### config.mk
export PLATFORM = sky130hd
export DESIGN_NAME = sys_array_feeder_flat
export DESIGN_NICKNAME = d
export VERILOG_FILES = /design/src/rtl/sys_array_feeder_pkg.sv /design/src/rtl/sys_array_feeder_if.sv /design/src/rtl/sys_array_feeder.sv /design/src/flat_wrapper.sv
export SDC_FILE = /design/constraint.sdc
export NUM_CORES = 1
export LEC_CHECK = 0
export CORE_ASPECT_RATIO = 0.5
export CORE_MARGIN = 1.5
export CORE_UTILIZATION = 45
export CTS_CLUSTER_SIZE = 8
export DETAILED_ROUTE_END_ITERATION = 16
export PLACE_DENSITY = 0.89
export SYNTH_ARGS = -nofsm -noshare
export SYNTH_HDL_FRONTEND = slang
export SYNTH_SLANG_ARGS = --single-unit
export TNS_END_PERCENT = 30
### constraint.sdc
create_clock -name clk -period 2.3 [get_ports clk]
set_clock_uncertainty 0.2 [all_clocks]
set_input_delay 0.46 -clock clk [delete_from_list [all_inputs] [get_ports clk]]
set_output_delay 0.46 -clock clk [all_outputs]
set_load 0.1 [all_outputs]
### src/rtl/sys_array_feeder_pkg.sv
// Shared definitions for the 2x2 systolic-array operand feeder: state
// encoding, default element width and the length of the skewed load burst.
package sys_array_feeder_pkg;

    localparam int DATA_W_DEFAULT  = 32;
    localparam int TIMEOUT_DEFAULT = 64;

    // Number of cycles the feeder drives load_in for one 2x2 product.
    localparam int FEED_CYCLES = 3;

    typedef enum logic [2:0] {
        ST_IDLE  = 3'd0,
        ST_FEED0 = 3'd1,
        ST_FEED1 = 3'd2,
        ST_FEED2 = 3'd3,
        ST_WAIT  = 3'd4,
        ST_FIN   = 3'd5
    } state_e;

    // True in the three cycles that push operands into the array.
    function automatic logic is_feed(input state_e s);
        return (s == ST_FEED0) || (s == ST_FEED1) || (s == ST_FEED2);
    endfunction

endpackage

### src/rtl/sys_array_feeder_if.sv
// Operand handshake, skewed streams and completion signals between the
// host/array side (master) and the feeder (slave).
interface sys_array_feeder_if
    import sys_array_feeder_pkg::*;
#(
    parameter int DATA_W = DATA_W_DEFAULT
) ();

    // Operand handshake
    logic              start_valid;
    logic              start_ready;
    logic [DATA_W-1:0] a00, a01, a10, a11;
    logic [DATA_W-1:0] b00, b01, b10, b11;

    // Skewed streams towards the array
    logic              load_in;
    logic [DATA_W-1:0] row_in_row0, row_in_row1;
    logic [DATA_W-1:0] col_in_col0, col_in_col1;

    // Completion and status
    logic              arr_done;
    logic              busy;
    logic              mat_done;
    logic              timeout_err;

    modport master (
        output start_valid, a00, a01, a10, a11, b00, b01, b10, b11, arr_done,
        input  start_ready, load_in, row_in_row0, row_in_row1,
               col_in_col0, col_in_col1, busy, mat_done, timeout_err
    );

    modport slave (
        input  start_valid, a00, a01, a10, a11, b00, b01, b10, b11, arr_done,
        output start_ready, load_in, row_in_row0, row_in_row1,
               col_in_col0, col_in_col1, busy, mat_done, timeout_err
    );

endinterface

### src/rtl/sys_array_feeder.sv
// Captures a 2x2 A/B operand pair, streams it into a 2x2 systolic array
// with the diagonal skew the array expects, then waits for the array's done
// pulse (bounded by TIMEOUT cycles) and reports completion or timeout.
module sys_array_feeder
    import sys_array_feeder_pkg::*;
#(
    parameter int DATA_W  = DATA_W_DEFAULT,
    parameter int TIMEOUT = TIMEOUT_DEFAULT
) (
    input logic               clk,
    input logic               rst,
    sys_array_feeder_if.slave bus
);

    // One extra bit so that TIMEOUT itself is representable.
    localparam int                CNT_W    = $clog2(TIMEOUT) + 1;
    localparam logic [CNT_W-1:0]  CNT_LAST = CNT_W'(TIMEOUT - 1);
    localparam logic [CNT_W-1:0]  CNT_MAX  = '1;

    state_e                   state_q, state_d;

    // Holding registers, element order [0]=x00 [1]=x01 [2]=x10 [3]=x11.
    logic [3:0][DATA_W-1:0]   a_q, a_d;
    logic [3:0][DATA_W-1:0]   b_q, b_d;

    logic [CNT_W-1:0]         cnt_q, cnt_d;
    logic                     expire;

    logic                     load_q, load_d;
    logic [DATA_W-1:0]        row0_q, row0_d;
    logic [DATA_W-1:0]        row1_q, row1_d;
    logic [DATA_W-1:0]        col0_q, col0_d;
    logic [DATA_W-1:0]        col1_q, col1_d;
    logic                     mat_done_q, mat_done_d;
    logic                     timeout_q, timeout_d;

    assign expire = (cnt_q == CNT_LAST);

    // Next-state and operand capture; operands are taken only on acceptance.
    always_comb begin
        // NOTE: every signal gets a default first so no path can infer a latch.
        state_d   = state_q;
        a_d       = a_q;
        b_d       = b_q;
        timeout_d = 1'b0;
        case (state_q)
            ST_IDLE: begin
                if (bus.start_valid) begin
                    state_d = ST_FEED0;
                    a_d     = {bus.a11, bus.a10, bus.a01, bus.a00};
                    b_d     = {bus.b11, bus.b10, bus.b01, bus.b00};
                end
            end
            ST_FEED0: state_d = ST_FEED1;
            ST_FEED1: state_d = ST_FEED2;
            ST_FEED2: state_d = ST_WAIT;
            ST_WAIT: begin
                // A done pulse on the expiry cycle still counts as success.
                if (bus.arr_done) begin
                    state_d = ST_FIN;
                end else if (expire) begin
                    state_d   = ST_IDLE;
                    timeout_d = 1'b1;
                end
            end
            ST_FIN:  state_d = ST_IDLE;
            default: state_d = ST_IDLE;
        endcase
    end

    // WAIT-cycle counter: zero outside WAIT (so it starts at 0 on entry),
    // saturating instead of wrapping while in WAIT.
    always_comb begin
        cnt_d = '0;
        if (state_q == ST_WAIT) begin
            cnt_d = (cnt_q == CNT_MAX) ? cnt_q : cnt_q + CNT_W'(1);
        end
    end

    // Registered stream values, decoded from the state being entered so the
    // streams line up with the state they belong to.
    always_comb begin
        load_d     = is_feed(state_d);
        mat_done_d = (state_d == ST_FIN);
        row0_d     = '0;
        row1_d     = '0;
        col0_d     = '0;
        col1_d     = '0;
        case (state_d)
            ST_FEED0: begin
                row0_d = a_d[0];
                col0_d = b_d[0];
            end
            ST_FEED1: begin
                row0_d = a_d[1];
                col0_d = b_d[2];
                row1_d = a_d[2];
                col1_d = b_d[1];
            end
            ST_FEED2: begin
                row1_d = a_d[3];
                col1_d = b_d[3];
            end
            default: ;
        endcase
    end

    // State register.
    always_ff @(posedge clk or negedge rst) begin
        // NOTE: sequential state uses non-blocking assignments so every
        // register samples the pre-edge values of the others.
        if (!rst) begin
            state_q <= ST_IDLE;
        end else begin
            state_q <= state_d;
        end
    end

    // Holding registers, counter and registered outputs.
    always_ff @(posedge clk or negedge rst) begin
        // NOTE: the holding registers are plain flops, not a memory, so they
        // are cleared by reset like everything else.
        if (!rst) begin
            a_q        <= '0;
            b_q        <= '0;
            cnt_q      <= '0;
            load_q     <= 1'b0;
            row0_q     <= '0;
            row1_q     <= '0;
            col0_q     <= '0;
            col1_q     <= '0;
            mat_done_q <= 1'b0;
            timeout_q  <= 1'b0;
        end else begin
            a_q        <= a_d;
            b_q        <= b_d;
            cnt_q      <= cnt_d;
            load_q     <= load_d;
            row0_q     <= row0_d;
            row1_q     <= row1_d;
            col0_q     <= col0_d;
            col1_q     <= col1_d;
            mat_done_q <= mat_done_d;
            timeout_q  <= timeout_d;
        end
    end

    assign bus.start_ready = (state_q == ST_IDLE);
    assign bus.busy        = (state_q != ST_IDLE);
    assign bus.load_in     = load_q;
    assign bus.row_in_row0 = row0_q;
    assign bus.row_in_row1 = row1_q;
    assign bus.col_in_col0 = col0_q;
    assign bus.col_in_col1 = col1_q;
    assign bus.mat_done    = mat_done_q;
    assign bus.timeout_err = timeout_q;

endmodule

### src/flat_wrapper.sv
// flat-port wrapper written by rule: the top's interface ports become plain ports
module sys_array_feeder_flat import sys_array_feeder_pkg::*;
#(
    parameter int DATA_W  = DATA_W_DEFAULT,
    parameter int TIMEOUT = TIMEOUT_DEFAULT
)
  (clk, rst, bus_start_valid, bus_a00, bus_a01, bus_a10, bus_a11, bus_b00, bus_b01, bus_b10, bus_b11, bus_arr_done, bus_start_ready, bus_load_in, bus_row_in_row0, bus_row_in_row1, bus_col_in_col0, bus_col_in_col1, bus_busy, bus_mat_done, bus_timeout_err);
  sys_array_feeder_if #(.DATA_W(DATA_W)) bus_i ();
  input logic clk;
  input logic rst;
  input wire logic [$bits(bus_i.start_valid)-1:0] bus_start_valid;
  input wire logic [$bits(bus_i.a00)-1:0] bus_a00;
  input wire logic [$bits(bus_i.a01)-1:0] bus_a01;
  input wire logic [$bits(bus_i.a10)-1:0] bus_a10;
  input wire logic [$bits(bus_i.a11)-1:0] bus_a11;
  input wire logic [$bits(bus_i.b00)-1:0] bus_b00;
  input wire logic [$bits(bus_i.b01)-1:0] bus_b01;
  input wire logic [$bits(bus_i.b10)-1:0] bus_b10;
  input wire logic [$bits(bus_i.b11)-1:0] bus_b11;
  input wire logic [$bits(bus_i.arr_done)-1:0] bus_arr_done;
  output wire logic [$bits(bus_i.start_ready)-1:0] bus_start_ready;
  output wire logic [$bits(bus_i.load_in)-1:0] bus_load_in;
  output wire logic [$bits(bus_i.row_in_row0)-1:0] bus_row_in_row0;
  output wire logic [$bits(bus_i.row_in_row1)-1:0] bus_row_in_row1;
  output wire logic [$bits(bus_i.col_in_col0)-1:0] bus_col_in_col0;
  output wire logic [$bits(bus_i.col_in_col1)-1:0] bus_col_in_col1;
  output wire logic [$bits(bus_i.busy)-1:0] bus_busy;
  output wire logic [$bits(bus_i.mat_done)-1:0] bus_mat_done;
  output wire logic [$bits(bus_i.timeout_err)-1:0] bus_timeout_err;
  assign bus_i.start_valid = bus_start_valid;
  assign bus_i.a00 = bus_a00;
  assign bus_i.a01 = bus_a01;
  assign bus_i.a10 = bus_a10;
  assign bus_i.a11 = bus_a11;
  assign bus_i.b00 = bus_b00;
  assign bus_i.b01 = bus_b01;
  assign bus_i.b10 = bus_b10;
  assign bus_i.b11 = bus_b11;
  assign bus_i.arr_done = bus_arr_done;
  assign bus_start_ready = bus_i.start_ready;
  assign bus_load_in = bus_i.load_in;
  assign bus_row_in_row0 = bus_i.row_in_row0;
  assign bus_row_in_row1 = bus_i.row_in_row1;
  assign bus_col_in_col0 = bus_i.col_in_col0;
  assign bus_col_in_col1 = bus_i.col_in_col1;
  assign bus_busy = bus_i.busy;
  assign bus_mat_done = bus_i.mat_done;
  assign bus_timeout_err = bus_i.timeout_err;
  sys_array_feeder #(.DATA_W(DATA_W), .TIMEOUT(TIMEOUT)) u_core (.clk(clk), .rst(rst), .bus(bus_i));
endmodule
After elaboration in Yosys (flattened, before gate mapping)
Index checks and enable logic that the tools add are counted.
Widths: inputs -> output; s select.
{ "totals": {"ff_bits": 397, "wordCells": 50} }
{ "classes": {"addsub": 1, "eq_ne": 11, "mux": 17, "n_reduce_logical": 4} }
{ "op_table": {"columns": ["cell", "n"], "rows": [
  ["$mux 128", 4],
  ["$pmux 32 s2", 4],
  ["$pmux 3 s5", 1],
  ["$mux 7", 2],
  ["$eq 3x2->1 const B", 4],
  ["$mux 3", 3],
  ["$add 7x1->7 const B", 1],
  ["$eq 7x6->1 const B", 1],
  ["$eq 7x7->1 const B", 1],
  ["$eq 3x1->1 const B", 2],
  ["$eq 3x3->1 const B", 2],
  ["$logic_not 3->1", 1],
  ["$mux 1", 3],
  ["$reduce_bool 3->1", 1],
  ["$logic_or 1x1->1", 2],
  ["$ne 2x2->1 const B", 1]
]} }

Longest topological paths before layout
{ "logic_depth": {"ltp_word": 7, "depth_mapped": 8} }

Least setup slack after synthesis
OpenSTA, ideal clock, no wires.
{ "synth_timing": {"path_type": "register -> register", "from": "register u_core.state_q[2]", "to": "register u_core.a_q[100] in the netlist's numbering", "arrival_ns": 2.358, "path_slack_ns": -0.383, "stages_incl_launch_ff": 9, "path_buffers": 4, "period_less_slack_ns": 2.683, "cell_sequence": "dfrtp_1 -> buf_6 -> or3_4 -> inv_2 -> and2_4 -> buf_6 -> buf_12 -> buf_12 -> mux2_4"} }
{ "synth_lines": {"columns": ["item", "line_no", "rtl"], "rows": [
  ["start, declared", "sys_array_feeder.sv:20", "state_e state_q, state_d;"],
  ["start signal, assigned", "sys_array_feeder.sv:115", "state_q <= state_d;"],
  ["end signal, assigned", "sys_array_feeder.sv:124", "a_q <= '0;"],
  ["end signal, assigned", "sys_array_feeder.sv:135", "a_q <= a_d;"],
  ["end, declared", "sys_array_feeder.sv:23", "logic [3:0][DATA_W-1:0] a_q, a_d;"]
]} }

Worst setup path after layout
{ "layout_timing": {"from": "register u_core.state_q[0]", "to": "output bus_start_ready"} }
{ "layout_via": {"elab_chain_cells": 1} }
{ "layout_lines": {"columns": ["item", "line_no", "rtl"], "rows": [
  ["$logic_not 3->1", "sys_array_feeder.sv:148", "assign bus.start_ready = (state_q == ST_IDLE);"],
  ["end, declared", "flat_wrapper.sv:21", "output wire logic [$bits(bus_i.start_ready)-1:0] bus_start_ready;"]
]} }
No other way between the ends.

==> metrics.md <==
| Metric | Value |
|---|---|
| DPL Wire Length | `24,800 um` |
| Clock slew at reported path FFs | `0.05 ns` |
| Cell row count | `44` |
| Actual slew at the worst max-slew pin | `0.472 ns` |
| Initial antenna violation count | `2` |
| Asr flop ratio synth | `100%` |
| Pin count of the biggest net entering global routing | `76` |
| Setup ws final | `0.0208 ns` |
| Final setup viols | `0` |
| Mux cell area share after synthesis | `20.6%` |
| Vias per inst | `5.29` |
| Synth top cells by count | `dfrtp_1 (333), mux2_4 (150), nor2_1 (70), a22o_1 (65), a22oi_1 (64)` |
| Tmin final | `2.28 ns` |
| Drt drc | `0` |
| Tot GR Track Use | `23.1%` |
| Worst vdd ir | `1.18 mV` |
| Status | `complete, no violations` |
| Die X | `246 um` |
| Leak Pwr | `8.56 nW` |
| PD cells | `1730 nW/um^2` |
| Crit path cell chain | `or3_4, inv_12, buf_12` |
| Worst path slowest cell | `or3_4` |
| Simple logic cell fraction of the synthesized area | `3.05%` |
| Clock sinks | `333` |
| Routed Antenna Nets | `0` |
| IO buf count | `392` |
| Final setup TNS | `0 ns` |
| Main area contributors after synthesis | `dfrtp_1 (63%), mux2_4 (17%), a22o_1 (4.3%), a22oi_1 (3.6%), mux2_2 (3.6%)` |
| Fin crit share | `99.1%` |
| Syn_area_per_cell | `16.0 um^2` |
| CTS resizes | `0` |
| Initial cell density of the core | `45.8%` |
| First-pass GRT wire length | `54,300 um` |
| R2R Path Start | `u_core.state_q[0]` |
| Data arrival, critical path | `1.62 ns` |
| Count of final hold-check violations | `0` |
| Nature of the critical path endpoint | `primary output` |
| Seq/Total Area, Yosys | `62.7%` |
| Relative slew margins | `68.6%` |
| GRT overflow | `0` |
| Post-synth EDFFs | `0` |
| Crit path required time | `1.64 ns` |
| Core area | `29,000 um^2` |
| Register bit total from synthesis | `333` |
| CTS root buf | `clkbuf_16` |
| Maxcap violations | `0` |
| Dpl ws | `0.0592 ns` |
| Syn Nets | `1,092` |
| Fin area | `18,400 um^2` |
| Top FF cell, synth | `dfrtp_1` |
| Yosys top cell by area | `dfrtp_1` |
| Syn-to-layout area delta | `38.6%` |
| Worst hold path class | `input port to asynchronous set/reset pin` |
| Post-Syn Area | `13,300 um^2` |
| Clock latency at the later pin of the worst-skew pair | `0.54 ns` |
| Overall die height | `125 um` |
| Largest family of logic cells by synthesized area | `multiplexers` |
| Core Util, Final | `63.5%` |
| Critical path's largest stage delay | `0.47 ns` |
| CTS tree | `yes` |
| Htree depth | `2` |
| Register Area | `8330 um^2` |
| Vias | `8,655` |
| DR WL/cell | `21.8 um` |
| Setup crit start kind | `flip-flop` |
| First-pass DRT Iterations | `5` |
| Final net count | `1,501` |
| Synth Area in Adders | `0.0941%` |
| Post-Synth XOR/XNOR Area | `0%` |
| Max Root-Sink Buffers | `3` |
| Reg-to-Reg End | `u_core.b_q[77]` |
| Yosys warns | `0` |
| Reg2Reg Setup Slack | `0.10 ns` |
| Setup Crit Path Kind | `flip-flop to primary output` |
| Synth Area in Compound Gates | `8.50%` |
| Mapped Cells | `831` |
| Crit Path Max Fanout | `2` |
| Netlist cell types | `34` |
| Worst reg2reg path depth | `5` |
| Count of final max-slew check failures | `0` |
| Multi-input gate area in the final layout | `4310 um^2` |
| Routability Congestion | `0.935` |
| Layout cell share with drive strength beyond 1 | `33.7%` |
| Top-count cell post-synth | `dfrtp_1` |
| Synth top area share | `62.7%` |
| Filler instances | `1,981` |
| Top Ports | `393` |
| RSZ-0062 raised after global routing | `yes` |
| Vias in the first global route | `9,453` |
| Initial DRC count | `643` |
| Total Wirelength | `35,700 um` |
| Max Fclk | `439 MHz` |
| Placed inst area | `17,200 um^2` |
| Die area | `30,600 um^2` |
| CTS buffer count | `47` |
==> final cells by class <==
class	count	share of cell area, %
sequential	333	45.2
inverter	2	0.109
clock buffer	48	6.41
clock inverter	4	0.170
multi-input combinational	430	23.4
antenna	2	0.0272
timing repair buffer	426	22.0
tap	391	2.66
==> through the flow <==
step / hold WS, ns / cells / power (W)
floorplan: -0.0356 / 831 / 0.0223
global placement: 0.188 / 1581 / 0.0254
detailed placement: 0.189 / 1581 / 0.0259
CTS: 0.228 / 1634 / 0.0320
global route: 0.239 / 1636 / 0.0331
finish: 0.228 / 1636 / 0.0319
==> critical path, delay by kind of cell (launching register included) <==
| family | cells | cell delay, ns |
|---|---|---|
| flops | 1 | 0.37 |
| buf+inv | 2 | 0.24 |
| simple gates | 1 | 0.47 |
==> what timing repair did <==
| item | CTS | global route |
|---|---|---|
| endpoints found under the setup margin | 1 | 1 |
| hold buffers | 1 | 0 |
| endpoints found under the hold margin | 43 | 0 |
| setup buffers | 0 | 0 |
| pin swaps | 0 | 0 |
==> cell families after synthesis <==
| group | Yosys count |
|---|---|
| AOI/OAI and AO/OA | 142 |
| DFF | 333 |
| adders and majority gates | 1 |
| and+or+nand+nor | 94 |
| muxes | 193 |
| buffers and inverters | 68 |
==> registers in the layout (all words and copies together) (netlist names) <==
signal,cells
u_core.bus.row_in_row1,32
u_core.bus.col_in_col1,32
u_core.cnt_q,7
u_core.bus.mat_done,1
u_core.bus.timeout_err,1
u_core.state_q,3
u_core.b_q,96
u_core.bus.row_in_row0,32
u_core.bus.load_in,1
u_core.a_q,96
u_core.bus.col_in_col0,32
==> power breakdown <==
part,leakage (nW),switching (W),internal [W]
logic,3.84,0.0103,0.00555
registers,4.13,0.00154,0.00859
clock network,0.598,0.00236,0.00358
total,8.56,0.0142,0.0177
==> layout by cell type, fill, tap and decap left out, types with 3 or more instances in the layout <==
cell type / count
nor2b_4: 3
mux2_4: 150
clkdlybuf4s50_1: 258
clkbuf_16: 47
a22o_1: 65
a31oi_1: 3
nand2_1: 5
a22oi_1: 64
o21ai_0: 5
buf_12: 16
mux2_2: 42
nor2_1: 70
inv_6: 3
nand3_1: 3
buf_4: 150
dfrtp_1: 332
==> metal layers <==
metal	wire (um)	global-route usage [%]
met4	1690	10.8
met5	0	0
met3	1640	4.09
met1	13700	27.9
met2	18600	40.2
==> worst max path at each step <==
stage	from	end	slack, ns	cells after the start
4_1_cts	u_core.state_q[0]	bus_start_ready	-0.006	3
6_report	u_core.state_q[0]	bus_start_ready	0.02	3
2_1_floorplan	u_core.state_q[1]	u_core.a_q[100]	-0.12	8
3_5_place_dp	bus_start_valid	u_core.b_q[77]	0.06	4
5_1_grt	u_core.state_q[0]	bus_start_ready	-0.03	3
3_3_place_gp	bus_start_valid	u_core.b_q[77]	0.05	4
Note: power is estimated with default switching activity, not from simulation.
